$ cat config.mk
export PLATFORM = sky130hd
export DESIGN_NAME = monster_hp_ctrl
export DESIGN_NICKNAME = d
export VERILOG_FILES = /design/src/rtl/monster_hp_ctrl.sv
export SDC_FILE = /design/constraint.sdc
export NUM_CORES = 1
export LEC_CHECK = 0
export CORE_MARGIN = 5
export CORE_UTILIZATION = 45
export DETAILED_ROUTE_END_ITERATION = 6
export HOLD_SLACK_MARGIN = 0.05
export PLACE_DENSITY = 0.76
export SYNTH_ARGS = -nofsm -noshare
export SYNTH_HDL_FRONTEND = slang
export SYNTH_SLANG_ARGS = --single-unit
$ cat constraint.sdc
create_clock -name Pclk -period 8.4 [get_ports Pclk]
set_clock_uncertainty 0.1 [all_clocks]
set_input_delay 2.52 -clock Pclk [delete_from_list [all_inputs] [get_ports Pclk]]
set_output_delay 2.52 -clock Pclk [all_outputs]
set_load 0.03 [all_outputs]
$ cat src/rtl/monster_hp_ctrl.sv
// Owns the monster HP register and applies one damage/heal update per req/ack request.
// Latency: ack the cycle after accept, new hp the cycle after that; bar length follows on frame_tick.
// Backpressure: reqs are held until acked; nothing is accepted in APPLY or FLASH, and nothing ever in DEAD.
module monster_hp_ctrl #(
  parameter int MAX_HP       = 150,
  parameter int FLASH_FRAMES = 8
) (
  input  logic       Pclk,
  input  logic       rst_n,
  input  logic       frame_tick,
  input  logic       round_start,
  input  logic       attack_req,
  input  logic [6:0] pangya_damage,
  output logic       attack_ack,
  input  logic       heal_req,
  input  logic [6:0] heal_amount,
  output logic       heal_ack,
  output logic [7:0] hp_value,
  output logic [7:0] hp_bar_len,
  output logic       hit_flash,
  output logic       monster_dead
);

  localparam logic [7:0] MAX_HP_L   = 8'(MAX_HP);
  localparam logic [3:0] FLASH_LAST = 4'(FLASH_FRAMES - 1);

  typedef enum logic [1:0] {IDLE, APPLY, FLASH, DEAD} state_t;

  state_t     state;
  logic [3:0] flash_cnt;
  logic       atk_arm;
  logic       heal_arm;
  logic [6:0] amt_q;
  logic       is_atk_q;

  logic [8:0] sum9;
  logic [8:0] dif9;
  logic [7:0] hp_new;

  // 9-bit arithmetic so both underflow and overflow past MAX_HP are visible before clamping
  always_comb begin
    sum9   = {1'b0, hp_value} + {2'b00, amt_q};
    dif9   = {1'b0, hp_value} - {2'b00, amt_q};
    hp_new = hp_value;
    if (is_atk_q) begin
      hp_new = dif9[8] ? 8'd0 : dif9[7:0];
    end else begin
      hp_new = (sum9 > {1'b0, MAX_HP_L}) ? MAX_HP_L : sum9[7:0];
    end
  end

  always_ff @(posedge Pclk or negedge rst_n) begin
    if (!rst_n) begin
      state        <= IDLE;
      flash_cnt    <= 4'd0;
      atk_arm      <= 1'b1;
      heal_arm     <= 1'b1;
      amt_q        <= 7'd0;
      is_atk_q     <= 1'b0;
      attack_ack   <= 1'b0;
      heal_ack     <= 1'b0;
      hp_value     <= MAX_HP_L;
      hp_bar_len   <= MAX_HP_L;
      hit_flash    <= 1'b0;
      monster_dead <= 1'b0;
    end else if (round_start) begin
      // A new round discards any latched request without acking it
      state        <= IDLE;
      flash_cnt    <= 4'd0;
      atk_arm      <= 1'b1;
      heal_arm     <= 1'b1;
      attack_ack   <= 1'b0;
      heal_ack     <= 1'b0;
      hp_value     <= MAX_HP_L;
      hp_bar_len   <= MAX_HP_L;
      hit_flash    <= 1'b0;
      monster_dead <= 1'b0;
    end else begin
      attack_ack <= 1'b0;
      heal_ack   <= 1'b0;
      if (frame_tick) hp_bar_len <= hp_value;
      if (!attack_req) atk_arm <= 1'b1;
      if (!heal_req) heal_arm <= 1'b1;

      case (state)
        IDLE: begin
          if (attack_req && atk_arm) begin
            atk_arm    <= 1'b0;
            amt_q      <= pangya_damage;
            is_atk_q   <= 1'b1;
            attack_ack <= 1'b1;
            state      <= APPLY;
          end else if (heal_req && heal_arm) begin
            heal_arm <= 1'b0;
            amt_q    <= heal_amount;
            is_atk_q <= 1'b0;
            heal_ack <= 1'b1;
            state    <= APPLY;
          end
        end
        APPLY: begin
          hp_value <= hp_new;
          if (hp_new == 8'd0) begin
            monster_dead <= 1'b1;
            state        <= DEAD;
          end else if (is_atk_q && (amt_q != 7'd0)) begin
            hit_flash <= 1'b1;
            flash_cnt <= 4'd0;
            state     <= FLASH;
          end else begin
            state <= IDLE;
          end
        end
        FLASH: begin
          if (frame_tick) begin
            if (flash_cnt == FLASH_LAST) begin
              flash_cnt <= 4'd0;
              hit_flash <= 1'b0;
              state     <= IDLE;
            end else begin
              flash_cnt <= flash_cnt + 4'd1;
            end
          end
        end
        DEAD: begin
          state <= DEAD;
        end
        default: state <= IDLE;
      endcase
    end
  end

endmodule

==> results of run 1 <==
worst max-delay path: stages:
cell	delay [ns]
sky130_fd_sc_hd__clkdlybuf4s50_1	0.50
sky130_fd_sc_hd__nand2_1	0.33
sky130_fd_sc_hd__a2111oi_2	1.05
sky130_fd_sc_hd__nor2_1	0.11
sky130_fd_sc_hd__a21oi_1	0.16
metal layers:
metal / vias up / GRT usage / wire length [um]
li1: 1161 / - / -
met1: 1129 / 0.252 / 3010
met2: 71 / 0.292 / 3170
met3: 10 / 0.0303 / 297
met4: 0 / 0.0572 / 140
met5: - / 0 / 0
metrics by stage:
stage,total power [mW],hold slack [ns],setup slack (ns),util
final,1.27,0.395,3.83,0.546
after global routing,1.37,0.426,3.61,0.546
after CTS,1.26,0.397,3.87,0.546
after detailed placement,1.14,0.383,3.57,0.533
after global placement,1.12,0.382,3.65,0.533
after floorplan,0.929,0.369,4.36,-
power groups by stage:
stage / Sequential, mW / Combinational [mW] / Clock [mW]
final: 0.302 / 0.852 / 0.115
after global routing: 0.310 / 0.935 / 0.127
after CTS: 0.300 / 0.839 / 0.119
after detailed placement: 0.304 / 0.834 / 0
after global placement: 0.302 / 0.815 / 0
after floorplan: 0.307 / 0.622 / 0
final timing paths:
path / cells after the start / endpoint / slack [ns] / from
max: 5 / amt_q[0]$_DFFE_PN0P_ / 3.83 / attack_req
min: 2 / heal_arm$_DFF_PN1_ / 0.40 / heal_arm$_DFF_PN1_
max reg2reg: 9 / hp_value[0]$_DFFE_PN0P_ / 5.00 / hp_value[2]$_DFFE_PN1P_
min reg2reg: 2 / heal_arm$_DFF_PN1_ / 0.40 / heal_arm$_DFF_PN1_
max in group asynchronous: 2 / hp_bar_len[7]$_DFFE_PN1P_ / 5.31 / rst_n
min in group asynchronous: 2 / attack_ack$_DFF_PN0_ / 2.55 / rst_n
cell usage after synthesis, types with 4 or more instances:
master,instances
sky130_fd_sc_hd__o311ai_0,4
sky130_fd_sc_hd__a211oi_2,4
sky130_fd_sc_hd__dfstp_2,10
sky130_fd_sc_hd__nor2b_1,8
sky130_fd_sc_hd__nand2b_1,6
sky130_fd_sc_hd__nor2_1,30
sky130_fd_sc_hd__mux2i_1,12
sky130_fd_sc_hd__a21o_1,4
sky130_fd_sc_hd__clkbuf_1,9
sky130_fd_sc_hd__o21ai_0,14
sky130_fd_sc_hd__a211o_1,5
sky130_fd_sc_hd__dfrtp_1,26
sky130_fd_sc_hd__nor3_1,10
sky130_fd_sc_hd__ha_1,15
sky130_fd_sc_hd__a21oi_1,27
sky130_fd_sc_hd__nand2_1,19
sky130_fd_sc_hd__xor2_1,7
sky130_fd_sc_hd__nor4_1,4
sky130_fd_sc_hd__inv_1,14
final cells by class:
cell class	count	area (sq um)
fill	540	2650
multi-input combinational	233	1650
sequential	36	913
timing repair buffer	41	405
tap	75	93.8
clock buffer	6	72.6
inverter	15	56.3
clock inverter	1	5.00
logic make-up (layout without fill, tap and decap cells):
family	count (synthesis)	count (layout)	synth area share
muxes	13	13	0.0489
AOI/OAI and AO/OA	94	94	0.250
adders and majority gates	17	17	0.0848
buffers and inverters	31	63	0.0475
and+or+nand+nor	102	102	0.206
xor gates and xnor gates	7	7	0.0228
DFF	36	36	0.340
flip-flops by register name (all words and copies together) (netlist names):
signal / count
hp_bar_len: 8
atk_arm: 1
heal_ack: 1
heal_arm: 1
monster_dead: 1
hit_flash: 1
attack_ack: 1
flash_cnt: 4
amt_q: 7
state: 2
hp_value: 8
is_atk_q: 1
==> metrics.json, run 1 <==
{
  "status": {
    "status": "finished with violations",
    "failed_checks": "DRC"
  },
  "finish": {
    "synthToLayoutAreaGrowth_pct": 19.1,
    "finalInstanceArea_sq_mm": 0.00320,
    "numnets_final": 369,
    "finish.cell_count_without_fillers": 407,
    "antennaDiodeCount": 0,
    "layout_commonest_cell": "sky130_fd_sc_hd__clkdlybuf4s50_1",
    "most-common-layout-cells": "sky130_fd_sc_hd__clkdlybuf4s50_1, sky130_fd_sc_hd__nor2_1, sky130_fd_sc_hd__a21oi_1, sky130_fd_sc_hd__dfrtp_1, sky130_fd_sc_hd__nand2_1",
    "final_layout_size_suffix_gt1_frac": 0.102
  },
  "die": {
    "die_area_sq_mm": 0.00761,
    "floorplan.die.width_um": 87.2,
    "height_of_the_die_um": 87.2,
    "floorplan.io_pins": 40,
    "rows": 28,
    "core_sq_mm": 0.00585,
    "start_util": 0.459
  },
  "yosys": {
    "synth_ff_type": "sky130_fd_sc_hd__dfrtp_1",
    "post_synth_inst_count": 300,
    "async_reset_ff_frac": 1.00,
    "synth.yosys.seq_area_share": 0.340,
    "area_contributors_post_synth": "sky130_fd_sc_hd__dfrtp_1, sky130_fd_sc_hd__dfstp_2, sky130_fd_sc_hd__ha_1, sky130_fd_sc_hd__a21oi_1, sky130_fd_sc_hd__mux2i_1",
    "postSynthRegisterBits": 36,
    "post_synth_num_cell_types": 64,
    "synth_top_area_share": 0.242,
    "syn_avg_cell_area_sq_um": 8.95,
    "mappedNetlistArea_sq_mm": 0.00269,
    "synthDominantAreaCellType": "sky130_fd_sc_hd__dfrtp_1",
    "number_of_flops_mapped_to_enable_cells_by_yosys": 0,
    "yosys_warnings": 0,
    "mappedNetlistNets": 337
  },
  "clock_tree": {
    "cts_tree": "built",
    "clockBufferDepth": 2,
    "insertion_delay_of_the_later_clocked_pin_in_the_worst_skew_pair_ns": 0.28,
    "hold_buffers": 0,
    "cts_setup_buffers": 0,
    "cts-buffers-inserted": 5,
    "ctsResizeCount": 0,
    "tritoncts_sink_count": 36,
    "clock-root-buffer": "sky130_fd_sc_hd__clkbuf_8",
    "htree_levels": 2,
    "worst_setup_hold_path_clk_slew_ns": 0.07
  },
  "global_route": {
    "grt_pass1_wl_um": 11000,
    "track_usage": 0.183,
    "grt_ovf": 0,
    "grt_pass1_vias": 2244,
    "grt_max_degree": 37,
    "antenna_found_initial": 0
  },
  "power": {
    "power.leakage_nw": 1.36,
    "power_frac_comb": 0.671,
    "p_seq_frac": 0.238,
    "powerDensity_mw_per_mm2": 397,
    "internal_power_uw": 623,
    "netSwitchingPower_uw": 647,
    "sw_frac_of_total": 0.509,
    "irDropWorstVdd_mv": 0.189,
    "clock_power_share": 0.091
  },
  "placed_design": {
    "placed_cells_incl_taps": 400,
    "number_of_buffer_cells_added_on_primary_ports": 39,
    "dp_hpwl_um": 5070,
    "gp_congestion": 0.948,
    "dpl_cell_area_sq_mm": 0.00312
  },
  "route": {
    "avgViaCountPerCell": 5.83,
    "first_pass_iters": 7,
    "route.detailed.drc": 1,
    "drt.antenna.violating_nets": 0,
    "wl_per_cell_um": 16.3,
    "wl_um": 6610,
    "route.vias.total": 2371,
    "drt_iter0_drc": 211
  },
  "run": {
    "max_cap_viols": 0
  },
  "sta": {
    "timing.final.crit_period_ns": 4.57,
    "unrepaired_setup_endpoints_after_global_routing": "no",
    "hold_violations": 0,
    "maxClockFrequency_mhz": 219,
    "finalSetupViolations": 0,
    "timing.max_slew.rel_slack": 0.239,
    "total_neg_setup_slack_ns": 0,
    "worst-slew-pin-transition_ns": 1.14,
    "post_route_clock_period_utilization": 0.544,
    "finalMaxSlewViolations": 0
  },
  "critical_path": {
    "worstSetupPathType": "in2reg",
    "maximum_fanout_count_along_the_critical_path": 14,
    "required_ns": 8.51,
    "critical_path.startpoint_type": "input pin",
    "crit_path_end_kind": "register",
    "cp.arrival_ns": 4.68
  },
  "worst_hold_path": {
    "hold_class": "reg2reg"
  }
}
(Power assumes the default switching activity.)
==> run 2: changes to the inputs <==
==> constraint.sdc (replaced) <==
create_clock -name Pclk -period 4.39 [get_ports Pclk]
set_clock_uncertainty 0.1 [all_clocks]
set_input_delay 1.317 -clock Pclk [delete_from_list [all_inputs] [get_ports Pclk]]
set_output_delay 1.317 -clock Pclk [all_outputs]
set_load 0.03 [all_outputs]
==> run 2 against run 1 <==
Compared with the run above: global-route usage decreased by 0.27 points; largest power group unchanged; largest cell class unchanged; register-to-register slack got worse by 3.9 ns; critical endpoint is now hp_value[0]$_DFFE_PN0P_; the run now ends clean; via count decreased by 0.59%; critical path depth increased by 4.
==> metrics.json, run 2 (same netlist as run 1, synthesis figures left out) <==
{
  "critical_path": {
    "crit_path_end_kind": "register",
    "maximum_fanout_count_along_the_critical_path": 9,
    "critical_path.startpoint_type": "register",
    "timing.critical_path.mode_cell": "sky130_fd_sc_hd__nor3_1",
    "cp.arrival_ns": 3.34,
    "required_ns": 4.48,
    "critPathSlowestCell": "sky130_fd_sc_hd__dfstp_2",
    "cell_by_cell_listing_of_the_critical_path": "ha_1, nand2b_1, a211oi_2, mux2_2, nor3_1, nor3_1, o41ai_1, a211oi_1, a21o_1",
    "cp_slowest_stage_delay_ns": 0.58,
    "worstSetupPathType": "reg2reg"
  },
  "die": {
    "die_area_sq_mm": 0.00761,
    "height_of_the_die_um": 87.2,
    "floorplan.io_pins": 40,
    "start_util": 0.459,
    "floorplan.die.width_um": 87.2,
    "rows": 28,
    "core_sq_mm": 0.00585
  },
  "sta": {
    "worst-slew-pin-transition_ns": 0.761,
    "hold_violations": 0,
    "maxClockFrequency_mhz": 307,
    "unrepaired_setup_endpoints_after_global_routing": "no",
    "post-route-worst-setup-slack_ns": 1.14,
    "post_route_clock_period_utilization": 0.741,
    "finalMaxSlewViolations": 0,
    "timing.max_slew.rel_slack": 0.486,
    "finalSetupViolations": 0,
    "total_neg_setup_slack_ns": 0,
    "timing.final.crit_period_ns": 3.25
  },
  "clock_tree": {
    "cts-buffers-inserted": 5,
    "tritoncts_sink_count": 36,
    "htree_levels": 2,
    "cts_setup_buffers": 0,
    "hold_buffers": 0,
    "clockBufferDepth": 2,
    "worst_setup_hold_path_clk_slew_ns": 0.08,
    "cts_tree": "built",
    "ctsResizeCount": 0,
    "insertion_delay_of_the_later_clocked_pin_in_the_worst_skew_pair_ns": 0.29,
    "clock-root-buffer": "sky130_fd_sc_hd__clkbuf_8"
  },
  "power": {
    "report.power.total_mw": 2.50,
    "powerDensity_mw_per_mm2": 772,
    "power.leakage_nw": 1.38,
    "irDropWorstVdd_mv": 0.304
  },
  "finish": {
    "nFillCells": 509,
    "multi_input_combinational_cell_area_sq_mm": 0.00165,
    "final_layout_size_suffix_gt1_frac": 0.108,
    "numnets_final": 370,
    "top_regs": "hp_bar_len x8, hp_value x8, amt_q x7",
    "finish.cell_count_without_fillers": 409,
    "most-common-layout-cells": "sky130_fd_sc_hd__clkdlybuf4s50_1, sky130_fd_sc_hd__nor2_1, sky130_fd_sc_hd__a21oi_1, sky130_fd_sc_hd__dfrtp_1, sky130_fd_sc_hd__nand2_1",
    "synthToLayoutAreaGrowth_pct": 20.5,
    "seq_area_sq_um": 913,
    "layout_commonest_cell": "sky130_fd_sc_hd__clkdlybuf4s50_1",
    "finalInstanceArea_sq_mm": 0.00323,
    "antennaDiodeCount": 0
  },
  "global_route": {
    "grt_ovf": 0,
    "track_usage": 0.180,
    "antenna_found_initial": 0,
    "grt_pass1_wl_um": 10900,
    "grt_max_degree": 37,
    "grt_pass1_vias": 2245
  },
  "route": {
    "wl_um": 6620,
    "drt.antenna.violating_nets": 0,
    "route.vias.total": 2357,
    "drt_iter0_drc": 199,
    "wl_per_cell_um": 16.2,
    "avgViaCountPerCell": 5.76,
    "first_pass_iters": 6,
    "route.detailed.drc": 0
  },
  "run": {
    "max_cap_viols": 0
  },
  "placed_design": {
    "placed_cells_incl_taps": 401,
    "dp_hpwl_um": 5100,
    "number_of_buffer_cells_added_on_primary_ports": 39,
    "pre_cts_setup_slack_ns": 1.07,
    "dpl_cell_area_sq_mm": 0.00313,
    "gp_congestion": 0.986
  },
  "status": {
    "status": "complete, no violations"
  },
  "worst_hold_path": {
    "hold_class": "reg2reg"
  }
}
## run 2: changes by cell type in the layout (fill, tap and decap cells not counted), sizes merged
cell | previous run | this run
bufinv | 0 | 1
buf | 2 | 3
## run 2: worst max-delay path: cells and delay by family (launching register included)
family,cells,cell delay [ns]
AO/OA/AOI/OAI,4,1.20
multiplexers,1,0.36
adder cells (fa/ha/maj),1,0.34
AND/OR/NAND/NOR,3,0.57
flip-flops,1,0.58
## run 2: final cells by class
type,instances,area share
multi-input cells,233,0.510
clock inverters,2,0.0108
clock buffers,6,0.0224
inverters,15,0.0174
flip-flops and latches,36,0.282
repair buffers,42,0.128
well taps,75,0.0290
## run 2: layer usage
layer  vias to the layer above  wire length (um)  track usage
li1                       1163                 -            -
met1                      1119              3090        0.255
met2                        66              3130        0.280
met3                         9               292       0.0293
met4                         0               108       0.0586
met5                         -                 0            0
## run 2: report_power, final
part	switching (mW)	internal (mW)	total, mW
registers	0.144	0.432	0.576
clock network	0.122	0.169	0.290
logic	0.974	0.655	1.63
## run 2: path summary, 6_finish.rpt
kind	startpoint	to	slack, ns	cells past startpoint
worst max-delay path	hp_value[2]$_DFFE_PN1P_	hp_value[0]$_DFFE_PN0P_	1.14	9
worst min-delay path	heal_arm$_DFF_PN1_	heal_arm$_DFF_PN1_	0.40	2
worst max register to register	hp_value[2]$_DFFE_PN1P_	hp_value[0]$_DFFE_PN0P_	1.14	9
worst min register to register	heal_arm$_DFF_PN1_	heal_arm$_DFF_PN1_	0.40	2
max in group asynchronous	rst_n	hp_bar_len[7]$_DFFE_PN1P_	2.50	2
min in group asynchronous	rst_n	is_atk_q$_DFFE_PN0P_	1.34	2
## run 2: through the flow
step	hold WS, ns	util
4_1_cts	0.400	0.553
3_5_place_dp	0.383	0.534
5_1_grt	0.423	0.553
6_report	0.395	0.553
2_1_floorplan	0.369	-
3_3_place_gp	0.380	0.534
